<file path="src/rtl/tt_sweep_pkg.sv">
// rtl/tt_sweep_pkg.sv - shared state encoding and width helpers for the truth-table sweeper
package tt_sweep_pkg;

   typedef enum logic [1:0] {
      ST_IDLE = 2'd0,
      ST_RUN  = 2'd1,
      ST_DONE = 2'd2
   } state_t;

   // Number of truth-table rows for an n-input sweep.
   function automatic int tt_width(input int n);
      return 1 << n;
   endfunction

   // A hold of one cycle still needs a 1-bit counter.
   function automatic int cnt_width(input int hold);
      return (hold <= 1) ? 1 : $clog2(hold);
   endfunction

endpackage

</file>
<file path="src/rtl/tt_hold_timer.sv">
// rtl/tt_hold_timer.sv - counts HOLD cycles per vector and pulses tick on the last one
module tt_hold_timer
   import tt_sweep_pkg::*;
#(
   parameter int HOLD = 10
) (
   input  logic clk,
   input  logic rst,
   input  logic clear,
   input  logic en,
   output logic tick
);

   localparam int CW = cnt_width(HOLD);
   localparam logic [CW-1:0] LAST = CW'(HOLD - 1);

   logic [CW-1:0] count;

   always_ff @(posedge clk) begin
      if (rst || clear) begin
         count <= '0;
      end else if (en) begin
         count <= (count == LAST) ? '0 : count + CW'(1);
      end
   end

   assign tick = en && (count == LAST);

endmodule

</file>
<file path="src/rtl/tt_sweep.sv">
// rtl/tt_sweep.sv - sweeps all 2**N input vectors, captures the response and compares
// it against an expected truth table.
module tt_sweep
   import tt_sweep_pkg::*;
#(
   parameter int N    = 4,
   parameter int HOLD = 10
) (
   input  logic            clk,
   input  logic            rst,
   input  logic            start,
   input  logic            abort,
   output logic [N-1:0]    vec,
   input  logic            resp,
   input  logic [2**N-1:0] expect_tt,
   output logic [2**N-1:0] tt,
   output logic [N:0]      mismatch_cnt,
   output logic            busy,
   output logic            done,
   output logic            pass
);

   localparam int TTW = tt_width(N);

   state_t     state;
   logic       tick;
   logic       sample;
   logic       hit;
   logic [N:0] mc_next;

   tt_hold_timer #(.HOLD(HOLD)) u_timer (
      .clk   (clk),
      .rst   (rst),
      .clear (state != ST_RUN),
      .en    ((state == ST_RUN) && !abort),
      .tick  (tick)
   );

   // The timer is disabled on abort, so a tick is always a real sample edge.
   assign sample = tick;

   always_comb begin
      hit     = resp != expect_tt[vec];
      mc_next = mismatch_cnt + {{N{1'b0}}, hit};
   end

   always_ff @(posedge clk) begin
      if (rst) begin
         state        <= ST_IDLE;
         vec          <= '0;
         tt           <= '0;
         mismatch_cnt <= '0;
         busy         <= 1'b0;
         done         <= 1'b0;
         pass         <= 1'b0;
      end else begin
         case (state)
            ST_RUN: begin
               if (abort) begin
                  state <= ST_IDLE;
                  vec   <= '0;
                  busy  <= 1'b0;
                  done  <= 1'b0;
                  pass  <= 1'b0;
               end else if (sample) begin
                  tt[vec]      <= resp;
                  mismatch_cnt <= mc_next;
                  if (vec == N'(TTW - 1)) begin
                     state <= ST_DONE;
                     vec   <= '0;
                     busy  <= 1'b0;
                     done  <= 1'b1;
                     pass  <= (mc_next == '0);
                  end else begin
                     vec <= vec + N'(1);
                  end
               end
            end
            default: begin
               // IDLE and DONE behave alike: abort beats start, results are kept.
               if (abort) begin
                  state <= ST_IDLE;
                  vec   <= '0;
                  busy  <= 1'b0;
                  done  <= 1'b0;
                  pass  <= 1'b0;
               end else if (start) begin
                  state        <= ST_RUN;
                  vec          <= '0;
                  tt           <= '0;
                  mismatch_cnt <= '0;
                  busy         <= 1'b1;
                  done         <= 1'b0;
                  pass         <= 1'b0;
               end
            end
         endcase
      end
   end

endmodule

</file>
<file path="config.mk">
export PLATFORM = sky130hd
export DESIGN_NAME = tt_sweep
export DESIGN_NICKNAME = d
export VERILOG_FILES = /design/src/rtl/tt_sweep_pkg.sv /design/src/rtl/tt_hold_timer.sv /design/src/rtl/tt_sweep.sv
export SDC_FILE = /design/constraint.sdc
export NUM_CORES = 1
export LEC_CHECK = 0
export CAP_MARGIN = 10
export CORE_AREA = 2 2 66 68
export CTS_BUF_LIST = sky130_fd_sc_hd__clkbuf_4 sky130_fd_sc_hd__clkbuf_8
export DETAILED_ROUTE_END_ITERATION = 10
export DIE_AREA = 0 0 68 70
export GPL_ROUTABILITY_DRIVEN = 0
export HOLD_SLACK_MARGIN = 0.15
export PLACE_DENSITY = 0.73
export SLEW_MARGIN = 20
export SYNTH_ARGS = -nofsm -noshare
export SYNTH_HDL_FRONTEND = slang
export SYNTH_SLANG_ARGS = --single-unit
</file>
<file path="constraint.sdc">
create_clock -name clk -period 2.6 [get_ports clk]
set_input_delay 0.39 -clock clk [delete_from_list [all_inputs] [get_ports clk]]
set_output_delay 0.39 -clock clk [all_outputs]
set_load 0.01 [all_outputs]
</file>
==> reports/metrics.cfg, run 1 <==
[clock_network]
cts.htree.levels=2
clockRootBuffer=clkbuf_8
numClockSinks=32
clk-insertion-delay-late_ns=0.29
cts_tree=built
cts_setup_buffers=0
path_clk_slew_ns=0.06
ctsHoldBuffers=0
cts_buffers=5
clockBufferDepth=2

[die]
die_area_sq_um=4760
ioPinCount=49
core_sq_um=4140
initial_core_util=0.421
die_height_um=70
fp.dieW_um=68
rows=24

[critical_path]
reg2reg_depth=9
critPathSlowestCell=mux4_2
crit_top_cell=mux4_2
crit_required_ns=2.82
cp-end-kind=flop
r2r-start=vec[0]$_SDFFE_PP0P_
max_stage_delay_ns=0.49
cp-start-kind=input port
rr_endpoint=pass$_SDFFE_PP0P_
cp.arrival_ns=2.81
cp_max_fo=3
crit_chain=clkdlybuf4s50_1 > mux4_2 > mux4_2 > xor2_2 > ha_2 > ha_4 > xor2_1 > nor4_2 > nand4_1 > o21ai_1
rrSetupSlack_ns=0.03
path_class=input port to flop

[detailed_routing]
postRouteAntennaNets=0
drtPass1Iterations=4
drtIter0Drc=82
wl_per_cell_um=13.9
drc=0
viasPerCell=5.36
num_vias=1629
drt_wl_total_mm=4.23

[sta]
tightest_slew_ns=0.499
fin_crit_sh=0.996
setup_viol=0
rsz0062_at_grt=true
period_needed_ns=2.59
max_freq_ghz=0.386
final-max-slew-violation-count=0
hold_viol=0
finalSetupTns_ns=0
relSlewSlack=0.667
fin_skew_ns=0.00411

[yosys]
ys_ff_latch=32
syn_area_per_cell_sq_um=8.48
synth_cell_types=37
synth_cells=206
yosys-top-cells-area=dfxtp_1 (37%), a21oi_1 (11%), mux4_2 (6.4%)
yosysWarnings=0
synth_top_area_frac=0.367
syn_nets=233
yosys.area.top_type=dfxtp_1
synth_area_sq_um=1750
ys_seq_area_frac=0.367

[power]
p_leak_nw=0.904
clockPowerShare=0.400
peakVddDrop_mv=0.273
combPwrFrac=0.106
power_frac_seq=0.494
switching_share=0.245
switchingPower_w=0.000246
power_density_nw_per_um2=418
p_int_w=0.000757

[outcome]
status=completed

[worst_hold_path]
hold_end=tt[14]$_SDFFE_PP0P_
min_from=tt[14]$_SDFFE_PP0P_
hold_depth=2
min_path_type=flop to flop

[final_layout]
nFillCells=395
final_util=0.580
finalNetCount=278
design_area_sq_um=2400
instances_no_fill=304
seq_area_sq_um=644
area_growth_pct=37.5
diodes=0
drive_gt1_frac=0.135
multiInputGateArea_sq_um=1020

[place]
dp_hpwl_mm=2.94
place_inst=296
portBuffers=48
placed_area_sq_um=2240

[global_routing]
grt_max_degree=28
antenna_found_initial=0
overflow=0
grt_pass1_vias=1616
grt_use_total=0.203
grt_pass1_wl_mm=7.42

[run]
drv_cap=0

==> flip-flops by register name, summed over array words and instances, names as in the netlist <==
name,cells
u_timer.count,4
vec,4
pass,1
tt,16
mismatch_cnt,5
state,2
==> power by group through the flow <==
stage / combinational, W / sequential (W) / clock, W
2_1_floorplan: 0.0000596 / 0.000507 / 0
3_3_place_gp: 0.000106 / 0.000507 / 0
3_5_place_dp: 0.000108 / 0.000507 / 0
4_1_cts: 0.000107 / 0.000496 / 0.000409
5_1_grt: 0.000117 / 0.000496 / 0.000420
6_report: 0.000107 / 0.000496 / 0.000402
==> critical path, delay by kind of cell <==
kind / cells / cell delay (ns)
AOI/OAI and AO/OA: 1 / 0.10
xor gates and xnor gates: 2 / 0.33
adders and majority gates: 2 / 0.39
buffers and inverters: 1 / 0.40
muxes: 2 / 0.93
and+or+nand+nor: 2 / 0.27
==> cell usage in the layout, fill, tap and decap left out, types with 6 or more instances in the layout <==
master           count
nand2_1              6
dlygate4sd2_1        7
buf_4                9
clkdlybuf4s50_1     33
nor2_1              11
o21ai_1             19
dlymetal6s2s_1       8
clkbuf_8             6
nand3_1             19
a21oi_1             39
dfxtp_1             31
==> stage by stage <==
step,total power (W),hold slack [ns],worst slack [ns]
after global placement,0.000613,0.466,-0.322
final,0.00100,0.481,0.0107
after global routing,0.00103,0.490,-0.0653
after CTS,0.00101,0.484,0.0000653
after floorplan,0.000567,0.471,0.0301
after detailed placement,0.000615,0.472,-0.402
==> per-layer routing <==
layer	share of wire	up-vias	global-route usage	routed length [um]
li1	-	820	-	-
met1	0.44	744	0.270	1840
met4	0.019	0	0.0844	80
met3	0.063	6	0.0596	266
met2	0.48	59	0.304	2040
met5	0	-	0	0
==> cell type report <==
class                           instances  share of cell area
Inverter                                5             0.00781
Sequential cell                        32               0.268
Clock buffer                            6              0.0344
Timing Repair Buffer                   57               0.233
Tap cell                               52              0.0271
Multi-Input combinational cell        150               0.426
Clock inverter                          2             0.00417
==> cell usage after synthesis, drive strengths merged <==
| library cell | instances |
|---|---|
| o22a | 1 |
| nor2 | 12 |
| mux2i | 1 |
| nor4 | 2 |
| mux4 | 5 |
| xor2 | 2 |
| nand4b | 1 |
| a21o | 1 |
| nand3 | 20 |
| a21oi | 39 |
| inv | 5 |
| o21ai | 21 |
| clkbuf | 6 |
| and2 | 2 |
| nand2b | 5 |
| nor3b | 2 |
| nand4 | 2 |
| a32oi | 1 |
| a22oi | 2 |
| xnor2 | 6 |
| and3 | 1 |
| a21boi | 1 |
| nor3 | 5 |
| ha | 6 |
| buf | 13 |
| nand2 | 6 |
| nor2b | 4 |
| or3 | 1 |
| and2b | 1 |
| dfxtp | 32 |
==> cells by family after synthesis <==
family / share of synthesized area
AOI/OAI and AO/OA: 0.201
xor gates and xnor gates: 0.0401
adders and majority gates: 0.0430
buffers and inverters: 0.0774
DFF: 0.367
muxes: 0.0702
and+or+nand+nor: 0.201
==> timing repair <==
action | in CTS | in global routing
setup endpoints to repair | 2 | 3
resized for setup | 12 | 12
pin swaps | 3 | 6
gates cloned | 0 | 0
==> how the worst max path moves through the flow <==
| stage | startpoint | slack, ns | endpoint |
|---|---|---|---|
| after floorplan | vec[0]$_SDFFE_PP0P_ | 0.03 | pass$_SDFFE_PP0P_ |
| after global placement | expect_tt[11] | -0.32 | pass$_SDFFE_PP0P_ |
| after detailed placement | expect_tt[11] | -0.40 | pass$_SDFFE_PP0P_ |
| after CTS | expect_tt[6] | 0.00007 | pass$_SDFFE_PP0P_ |
| after global routing | vec[0]$_SDFFE_PP0P_ | -0.07 | pass$_SDFFE_PP0P_ |
| final | expect_tt[1] | 0.01 | pass$_SDFFE_PP0P_ |
Note: power is estimated with default switching activity, not from simulation.
==> run 2, diff against run 1 <==
--- a/config.mk
+++ b/config.mk
@@ -6,13 +6,15 @@
 export NUM_CORES = 1
 export LEC_CHECK = 0
 export CAP_MARGIN = 10
-export CORE_AREA = 2 2 66 68
+export CELL_PAD_IN_SITES_DETAIL_PLACEMENT = 1
+export CELL_PAD_IN_SITES_GLOBAL_PLACEMENT = 1
+export CORE_AREA = 2 2 77 79
 export CTS_BUF_LIST = sky130_fd_sc_hd__clkbuf_4 sky130_fd_sc_hd__clkbuf_8
 export DETAILED_ROUTE_END_ITERATION = 10
-export DIE_AREA = 0 0 68 70
+export DIE_AREA = 0 0 79 81
 export GPL_ROUTABILITY_DRIVEN = 0
 export HOLD_SLACK_MARGIN = 0.15
-export PLACE_DENSITY = 0.73
+export PLACE_DENSITY_LB_ADDON = 0.3
 export SLEW_MARGIN = 20
 export SYNTH_ARGS = -nofsm -noshare
 export SYNTH_HDL_FRONTEND = slang
==> run 2 against run 1 <==
The flow now finishes with violations (setup timing). Count of clock-buffer cells in the layout increased by 1. Sequential share of layout area fell by 0.59 points. Total power up 13%. Cell count rose by 8.9%. Design area up 2.2%. Clock skew grew 0.0040 ns. Global-route usage shrank 4.5 points. Via count increased by 2.4%. First-iteration DRC count did not move. Critical endpoint is now mismatch_cnt[2]$_SDFFE_PP0P_. Largest power group is now clock.
==> reports/metrics.cfg, run 2 (synthesis results as in run 1) <==
[outcome]
status=complete, but fails checks  ; was completed
violations=setup timing

[global_routing]
grt_pass1_wl_mm=8.08  ; was 7.42 mm
grt_use_total=0.158  ; was 0.203
grt_pass1_vias=1691  ; was 1,616
antenna_found_initial=0  ; unchanged
grt_max_degree=20  ; was 28
overflow=0  ; unchanged

[power]
peakVddDrop_mv=0.296  ; was 0.273 mV
power_density_nw_per_um2=463  ; was 418 nW/um^2
p_leak_nw=0.876  ; was 0.904 nW

[final_layout]
instances_no_fill=331  ; was 304
largestRegisters=tt (16), mismatch_cnt (5)  ; unchanged
drive_gt1_frac=0.145  ; was 0.135
area_growth_pct=40.6  ; was 37.5%
nFillCells=686  ; was 395
diodes=0  ; unchanged
regMostFlops=tt  ; unchanged
finalNetCount=282  ; was 278
multiInputGateArea_sq_um=1010  ; was 1020 sq um
largest_reg_flops=16  ; unchanged
mostFrequentLayoutCell=a21oi_1  ; unchanged
mostFrequentLayoutCells=a21oi_1 (39), clkdlybuf4s50_1 (32), dfxtp_1 (31), o21ai_1 (19), nand3_1 (19)  ; was a21oi_1 (39), clkdlybuf4s50_1 (33), dfxtp_1 (31), o21ai_1 (19), nand3_1 (19)
seq_area_sq_um=644  ; unchanged
design_area_sq_um=2460  ; was 2400 sq um

[sta]
period_needed_ns=2.63  ; was 2.59 ns
relSlewSlack=0.636  ; was 0.667
holdWs_ns=0.480  ; was 0.481 ns
rsz0062_at_grt=true  ; unchanged
setup_viol=1  ; was 0
hold_viol=0  ; unchanged
fin_skew_ns=0.00813  ; was 0.00411 ns
timing.final.ws_setup_ns=-0.0321  ; was 0.0107 ns
fin_crit_sh=1.01  ; was 0.996
max_freq_ghz=0.380  ; was 0.386 GHz
final-max-slew-violation-count=0  ; unchanged
tightest_slew_ns=0.546  ; was 0.499 ns

[clock_network]
clockBufferDepth=2  ; unchanged
clk-insertion-delay-late_ns=0.29  ; about the same
cts.htree.levels=2  ; unchanged
cts_buffers=5  ; unchanged
numClockSinks=32  ; unchanged
cts_tree=built  ; unchanged
clockRootBuffer=clkbuf_8  ; unchanged
path_clk_slew_ns=0.07  ; was 0.06 ns
ctsHoldBuffers=0  ; unchanged

[detailed_routing]
drtPass1Iterations=4  ; unchanged
num_vias=1668  ; was 1,629
viasPerCell=5.04  ; was 5.36
wl_per_cell_um=14.9  ; was 13.9 um
postRouteAntennaNets=0  ; unchanged
drtIter0Drc=82  ; unchanged
drc=0  ; unchanged
drt_wl_total_mm=4.95  ; was 4.23 mm

[critical_path]
cp-start-kind=flop  ; was input port
crit_chain=mux4_2 > mux4_2 > xor2_1 > ha_2 > ha_4 > buf_4 > buf_4 > nor2_2 > o21ai_1 > a21oi_1  ; was clkdlybuf4s50_1 > mux4_2 > mux4_2 > xor2_2 > ha_2 > ha_4 > xor2_1 > nor4_2 > nand4_1 > o21ai_1
rrSetupSlack_ns=-0.03  ; was 0.03 ns
path_class=flop to flop  ; was input port to flop
cp.arrival_ns=2.85  ; was 2.81 ns
crit_required_ns=2.82  ; about the same
critPathSlowestCell=mux4_2  ; unchanged
max_stage_delay_ns=0.50  ; was 0.49 ns
cp-end-kind=flop  ; unchanged
cp_max_fo=5  ; was 3

[run]
drv_cap=0  ; unchanged

[place]
dp_hpwl_mm=3.68  ; was 2.94 mm
place_inst=321  ; was 296
placed_area_sq_um=2290  ; was 2240 sq um
portBuffers=48  ; unchanged

[die]
ioPinCount=49  ; unchanged
rows=28  ; was 24
die_height_um=81  ; was 70 um
die_area_sq_um=6400  ; was 4760 sq um
fp.dieW_um=79  ; was 68 um
initial_core_util=0.308  ; was 0.421
core_sq_um=5680  ; was 4140 sq um

[worst_hold_path]
min_path_type=flop to flop  ; unchanged

==> run 2: changes by cell type in the layout (fill, tap and decap cells not counted), sizes merged <==
| cell | change |
|---|---|
| dlygate4sd2 | +9 |
| dlymetal6s2s | -8 |
| buf | +4 |
| clkinv | -2 |
| bufinv | +1 |
| clkbuf | +1 |
| clkdlybuf4s50 | -1 |
==> run 2: path summary, 6_finish.rpt <==
check                 startpoint                           end  depth (start not counted)
max          vec[0]$_SDFFE_PP0P_  mismatch_cnt[2]$_SDFFE_PP0P_                         10
max reg2reg  vec[0]$_SDFFE_PP0P_  mismatch_cnt[2]$_SDFFE_PP0P_                         10
min            pass$_SDFFE_PP0P_             pass$_SDFFE_PP0P_                          2
min reg2reg    pass$_SDFFE_PP0P_             pass$_SDFFE_PP0P_                          2
==> run 2: cell type report <==
cell class	count	share of cell area
multi-input combinational	150	0.413
sequential	32	0.262
timing repair buffer	61	0.227
clock buffer	7	0.0392
tap	75	0.0382
clock inverter	1	0.0122
inverter	5	0.00764
==> run 2: timing repair <==
item | 4_1_cts | 5_1_grt
pin swaps | 2 | 3
resized for setup | 20 | 5
setup endpoints to repair | 2 | 1
setup buffers | 1 | 1
==> run 2: through the flow <==
stage	utilization	setup WS, ns	power [W]	setup TNS, ns
global placement	0.403	-0.362	0.000618	-1.02
floorplan	-	0.0301	0.000567	0
global route	0.433	-0.0957	0.00117	-0.162
finish	0.433	-0.0321	0.00114	-0.0321
CTS	0.426	-0.0797	0.00115	-0.0797
detailed placement	0.403	-0.461	0.000620	-1.37
==> run 2: worst max-delay path, delay by kind of cell, from the launching register on <==
kind / cells / cell delay [ns]
adder cells (fa/ha/maj): 2 / 0.38
AO/OA/AOI/OAI: 2 / 0.24
flip-flops: 1 / 0.39
AND/OR/NAND/NOR: 1 / 0.14
XOR/XNOR: 1 / 0.16
multiplexers: 2 / 1.00
buffers and inverters: 2 / 0.26
==> run 2: where the power goes <==
group	switching (W)	internal (W)	leakage, nW
sequential	0.00000344	0.000492	0.259
combinational	0.0000542	0.0000520	0.553
clock	0.000196	0.000338	0.0645
total	0.000254	0.000882	0.876
==> run 2: routing by layer <==
layer  part of all wire  up-vias  routed length, um  GRT usage
met3              0.025        7                123     0.0344
met5                  0        -                  0          0
li1                   -      825                  -          -
met4              0.016        0                 78     0.0466
met1               0.44      814               2190      0.202
met2               0.52       22               2550      0.269
==> run 3, diff against run 2 <==
--- a/config.mk
+++ b/config.mk
@@ -8,13 +8,15 @@
 export CAP_MARGIN = 10
 export CELL_PAD_IN_SITES_DETAIL_PLACEMENT = 1
 export CELL_PAD_IN_SITES_GLOBAL_PLACEMENT = 1
-export CORE_AREA = 2 2 77 79
+export CORE_AREA = 2 2 67 69
 export CTS_BUF_LIST = sky130_fd_sc_hd__clkbuf_4 sky130_fd_sc_hd__clkbuf_8
 export DETAILED_ROUTE_END_ITERATION = 10
-export DIE_AREA = 0 0 79 81
+export DIE_AREA = 0 0 69 71
+export DONT_BUFFER_PORTS = 1
 export GPL_ROUTABILITY_DRIVEN = 0
 export HOLD_SLACK_MARGIN = 0.15
 export PLACE_DENSITY_LB_ADDON = 0.3
+export SETUP_SLACK_MARGIN = 0.5
 export SLEW_MARGIN = 20
 export SYNTH_ARGS = -nofsm -noshare
 export SYNTH_HDL_FRONTEND = slang
==> run 3 against run 2 <==
The run still ends with setup timing left. Maximum frequency is 0.66% higher. First-iteration DRC count grew 3.7%. Sequential share of layout area grew 6.9 points. Die area decreased by 23%. Design area shrank 21%. Clock skew is 0.0019 ns lower. Worst setup slack better by 0.017 ns. Non-clock buffer count shrank 53. Largest cell class unchanged.
==> reports/metrics.cfg, run 3 (synthesis results as in run 1) <==
[run]
drv_cap=0  ; unchanged

[critical_path]
critPathSlowestCell=mux4_2  ; unchanged
max_stage_delay_ns=0.54  ; was 0.50 ns
cp-end-kind=flop  ; unchanged
cp-start-kind=flop  ; unchanged
cp_max_fo=6  ; was 5
crit_required_ns=2.82  ; about the same
crit_chain=mux4_2 > mux4_2 > xor2_4 > ha_4 > ha_4 > xor2_1 > nor4_1 > nand4_1 > o21ai_1  ; was mux4_2 > mux4_2 > xor2_1 > ha_2 > ha_4 > buf_4 > buf_4 > nor2_2 > o21ai_1 > a21oi_1
path_class=flop to flop  ; unchanged
cp.arrival_ns=2.84  ; was 2.85 ns

[power]
switchingPower_w=0.000242  ; was 0.000254 W
power_frac_seq=0.509  ; was 0.436
finalPower_w=0.000977  ; was 0.00114 W
power_density_nw_per_um2=502  ; was 463 nW/um^2
clockPowerShare=0.417  ; was 0.471
peakVddDrop_mv=0.241  ; was 0.296 mV
combPwrFrac=0.075  ; was 0.093
switching_share=0.248  ; was 0.224
p_int_w=0.000735  ; was 0.000882 W
p_leak_nw=0.658  ; was 0.876 nW

[final_layout]
largestRegisters=tt (16), mismatch_cnt (5)  ; unchanged
mostFrequentLayoutCell=a21oi_1  ; unchanged
diodes=0  ; unchanged
instances_no_fill=255  ; was 331
regMostFlops=tt  ; unchanged
final_util=0.463  ; was 0.433
drive_gt1_frac=0.187  ; was 0.145
largest_reg_flops=16  ; unchanged
area_growth_pct=11.5  ; was 40.6%
nFillCells=497  ; was 686
mostFrequentLayoutCells=a21oi_1 (37), dfxtp_1 (31), o21ai_1 (19), nand3_1 (16), nor2_1 (12)  ; was a21oi_1 (39), clkdlybuf4s50_1 (32), dfxtp_1 (31), o21ai_1 (19), nand3_1 (19)
finalNetCount=229  ; was 282

[clock_network]
clockRootBuffer=clkbuf_8  ; unchanged
ctsHoldBuffers=0  ; unchanged
cts.htree.levels=2  ; unchanged
numClockSinks=32  ; unchanged
cts_tree=built  ; unchanged
clockBufferDepth=2  ; unchanged
path_clk_slew_ns=0.07  ; about the same
cts_buffers=5  ; unchanged
clk-insertion-delay-late_ns=0.29  ; about the same

[global_routing]
grtUsageMet1=0.238  ; was 0.202
antenna_found_initial=0  ; unchanged
grt_busiest_layer=met2  ; unchanged
grt_use_total=0.212  ; was 0.158
overflow=0  ; unchanged
grt_use_met3=0.0670  ; was 0.0344
grt_pass1_wl_mm=8.25  ; was 8.08 mm
grt_max_degree=32  ; was 20
grt_util_met2=0.375  ; was 0.269
grt_pass1_vias=1623  ; was 1,691

[place]
dp_hpwl_mm=3.44  ; was 3.68 mm
place_inst=246  ; was 321
pre_cts_slack_ns=-0.0822  ; was -0.461 ns
portBuffers=0  ; was 48

[detailed_routing]
postRouteAntennaNets=0  ; unchanged
wl_per_cell_um=19.3  ; was 14.9 um
drt_wl_total_mm=4.91  ; was 4.95 mm
drtPass1Iterations=4  ; unchanged
drc=0  ; unchanged
drtIter0Drc=85  ; was 82
viasPerCell=5.96  ; was 5.04
num_vias=1520  ; was 1,668

[sta]
holdWs_ns=0.160  ; was 0.480 ns
timing.final.ws_setup_ns=-0.0149  ; was -0.0321 ns
hold_viol=0  ; unchanged
tightest_slew_ns=0.540  ; was 0.546 ns
max_freq_ghz=0.382  ; was 0.380 GHz
period_needed_ns=2.61  ; was 2.63 ns
final-max-slew-violation-count=0  ; unchanged
relSlewSlack=0.639  ; was 0.636
fin_crit_sh=1.01  ; about the same
fin_skew_ns=0.00624  ; was 0.00813 ns
setup_viol=1  ; unchanged
rsz0062_at_grt=true  ; unchanged

[outcome]
status=complete, but fails checks  ; unchanged
violations=setup timing  ; unchanged

[die]
initial_core_util=0.415  ; was 0.308
ioPinCount=49  ; unchanged
fp.dieW_um=69  ; was 79 um
core_sq_um=4200  ; was 5680 sq um
die_area_sq_um=4900  ; was 6400 sq um
rows=24  ; was 28
die_height_um=71  ; was 81 um

[worst_hold_path]
min_path_type=input port to flop  ; was flop to flop

run 3: timing repair:
item,in CTS,in global routing
resized for setup,8,2
endpoints found under the setup margin,6,17
buffers inserted,1,0
pin swaps,5,3
run 3: routing by layer:
metal  vias to the layer above  wire length [um]
met5                         -                 0
met4                         0                85
met3                         8               243
met2                        39              2590
met1                       753              2000
li1                        720                 -
run 3: cell type report:
| type | count | area [sq um] | share of cell area |
|---|---|---|---|
| multi-input cells | 150 | 1070 | 0.548 |
| clock inverters | 2 | 10.0 | 0.00514 |
| clock buffers | 6 | 82.6 | 0.0424 |
| flip-flops and latches | 32 | 644 | 0.331 |
| inverters | 5 | 18.8 | 0.00964 |
| repair buffers | 8 | 60.1 | 0.0308 |
| well taps | 52 | 65.1 | 0.0334 |
run 3: worst paths after layout:
path                       startpoint                            to  slack (ns)  depth (start not counted)
hold reg to reg    tt[8]$_SDFFE_PP0P_            tt[8]$_SDFFE_PP0P_        0.52                          2
setup / recovery  vec[0]$_SDFFE_PP0P_             pass$_SDFFE_PP0P_       -0.01                          9
hold / removal                    rst  mismatch_cnt[1]$_SDFFE_PP0P_        0.16                          1
setup reg to reg  vec[0]$_SDFFE_PP0P_             pass$_SDFFE_PP0P_       -0.01                          9
run 3: power by group through the flow:
| stage | Combinational (W) | Clock [W] | Sequential (W) |
|---|---|---|---|
| after floorplan | 0.0000603 | 0 | 0.000506 |
| after global routing | 0.0000796 | 0.000430 | 0.000497 |
| after detailed placement | 0.0000649 | 0 | 0.000508 |
| after global placement | 0.0000616 | 0 | 0.000508 |
| after CTS | 0.0000693 | 0.000413 | 0.000497 |
| final | 0.0000728 | 0.000407 | 0.000497 |
run 3: stage by stage:
stage | TNS, ns | instance area (sq um)
4_1_cts | -0.0122 | 1930
2_1_floorplan | 0 | 1780
5_1_grt | -0.211 | 1950
3_5_place_dp | -0.126 | 1780
6_report | -0.0149 | 1950
3_3_place_gp | 0 | 1780
run 3: worst max-delay path, delay by kind of cell (launching register included):
kind | cells | cell delay (ns)
multiplexers | 2 | 1.05
adder cells (fa/ha/maj) | 2 | 0.36
AND/OR/NAND/NOR | 2 | 0.30
XOR/XNOR | 2 | 0.33
flip-flops | 1 | 0.41
AO/OA/AOI/OAI | 1 | 0.09
==> edit, RTL diff (config.mk and constraints of run 3) <==
Make the reset (`rst`) asynchronous in one clocked block.
--- a/src/rtl/tt_sweep.sv
+++ b/src/rtl/tt_sweep.sv
@@ -44,7 +44,7 @@
       mc_next = mismatch_cnt + {{N{1'b0}}, hit};
    end
 
-   always_ff @(posedge clk) begin
+   always_ff @(posedge clk or posedge rst) begin
       if (rst) begin
          state        <= ST_IDLE;
          vec          <= '0;
Function: differs if rst is asserted again (counterexample within 4 cycles, from zero or initial values and one cycle with rst high); with rst held inactive, the same outputs for 10 cycles.
==> edit against run 3 <==
The run still ends with setup timing left; cell area up 3.3%; synthesized area down 1.0%; wire length grew 1.9%; sequential cell count unchanged; first-iteration DRC count decreased by 31%; power grew 17%; setup slack worse by 110 ps; highest routed layer unchanged.
==> edit: results (changes against run 3) <==
- Vias per cell: 5.89 (-1.2%)
- Drt first pass iters: 4 (unchanged)
- CTS max path bufs: 2 (unchanged)
- Sw power: 0.000301 W (+24%)
- Fraction of layout cells with a size suffix above 1: 18.9% (+0.16 points)
- Status: finished, violations left
- GRT Total Usage: 21.6% (+0.45 points)
- Post CTS Setup Buffer Count: 1 (unchanged)
- P_leak: 0.821 nW (+25%)
- Max incr delay on CP: 520 ps (-20 ps)
- Reg clk slew, reported paths: 70 ps (about the same)
- Slowest cell on crit path: mux4_2
- Hold-fix buffers, CTS: 1 (+1)
- Clock Tree Root: clkbuf_8
- Met2 GRT Util: 39.2% (+1.7 points)
- Largest delay contributor family on the critical path: multiplexers
- Mapped Cells: 185 (-10%)
- Max FO, Critical Path: 5 (-1)
- Synth top area cells: dfrtp_1 (41%), o21ai_1 (12%), a21oi_1 (5.2%)
- Setup TNS: -284 ps (-269 ps)
- CTS Buf Count: 5 (unchanged)
- GR Layer Usage met1: 23.7% (-0.14 points)
- ANT cells: 0 (unchanged)
- Slew @ Worst Pin: 725 ps (+184 ps)
- Post-synth ARST share: 87.5% (+88 points)
- Setup violators final: 3 (+2)
- Worst min-delay path class: input pin to flip-flop
- Placed cells: 236 (-4.1%)
- # resized after CTS: 5 (-3)
- M1 WL: 2.06 mm (+3.3%)
- Distinct cells, synth: 36 (-2.7%)
- Post-synthesis adder-cell area fraction: 4.34% (+0.044 points)
- Top cells by count, synth: o21ai_1 (40), dfrtp_1 (28), nand2_1 (22)
- Final WS setup: -129 ps (-114 ps)
- Post-synthesis sequential area ratio: 45.2% (+8.5 points)
- Xor/xnor share of the synthesized area: 3.55% (-0.47 points)
- Detailed placement HPWL: 3.70 mm (+7.7%)
- CP arrival: 2940 ps (+100 ps)
- Worst clock skew: 3.18 ps (-3.06 ps)
- Number of global-route vias before repair: 1621 (-0.12%)
- Fillers: 492 (-1.0%)
- Max VDD drop: 0.000289 V (+20%)
- Global routing usage on met3: 8.40% (+1.7 points)
- Syn Nets: 212 (-9.0%)
- Violated checks: setup timing
- Final layout net count: 222 (-3.1%)
- Compound-Gate Fraction of Synth Area: 19.1% (-1.0 points)
- Finished Layout Cells: 248 (-2.7%)
- Post-synthesis mux area share: 7.74% (+0.72 points)
- Routed length per instance: 20.2 µm (+4.8%)
- Final hold violations: 0 (unchanged)
- Initial DRC Count: 59 (-31%)
- Met3 Wirelength: 379 µm (+56%)
- Top Metal Used: met4
- First-pass GRT wire length: 8.32 mm (+0.92%)
- Largest net degree at the start of global routing: 29 (-9.4%)
- Met2 routed WL: 2.52 mm (-2.6%)
## edit: changes by cell type in the layout (fill, tap and decap cells not counted), sizes merged, moves of 8 or more
| cell | before | now |
|---|---|---|
| nand2 | 6 | 22 |
| nand3 | 20 | 7 |
| o21ai | 21 | 40 |
| dfrtp | 0 | 28 |
| dfxtp | 32 | 4 |
| a21oi | 39 | 18 |
| nor2 | 12 | 4 |
## edit: worst paths after layout
path                                   from                to  cells past startpoint
max reg2reg                          vec[2]              pass                     11
min                                   abort            vec[2]                      1
min in group asynchronous               rst   mismatch_cnt[1]                      3
min reg2reg                u_timer.count[0]  u_timer.count[0]                      2
max in group asynchronous               rst            vec[2]                      3
max                                  vec[2]              pass                     11
## edit: layout make-up
class | count | area share (%)
clock buffer | 5 | 3.42
clock inverter | 3 | 2.11
multi-input combinational | 138 | 46.6
sequential | 32 | 38.9
timing repair buffer | 11 | 4.42
tap | 52 | 3.23
inverter | 7 | 1.31
## edit: kinds of logic after synthesis
kind of cell / after synthesis
simple gates: 55
compound gates: 64
buf+inv: 15
flops: 32
fa+ha+maj: 6
mux: 6
xor+xnor: 7
## edit: stage by stage
step           power [W]  instance area (µm²)  util [%]  worst slack [ps]  hold slack [ps]
2_1_floorplan   0.000614                 1730         -             -90.2              453
3_3_place_gp    0.000644                 1810      43.1              -131              390
3_5_place_dp    0.000651                 1810      43.1              -279              420
4_1_cts          0.00113                 1960      46.6              -114              167
5_1_grt          0.00119                 2010      47.9              -275              162
6_report         0.00115                 2010      47.9              -129              170
## edit: power groups by stage
stage               combinational (W)  clock, W  sequential (W)
floorplan                   0.0000845         0        0.000530
global placement             0.000114         0        0.000530
detailed placement           0.000120         0        0.000531
CTS                          0.000128  0.000486        0.000521
global route                 0.000153  0.000511        0.000524
finish                       0.000140  0.000484        0.000522
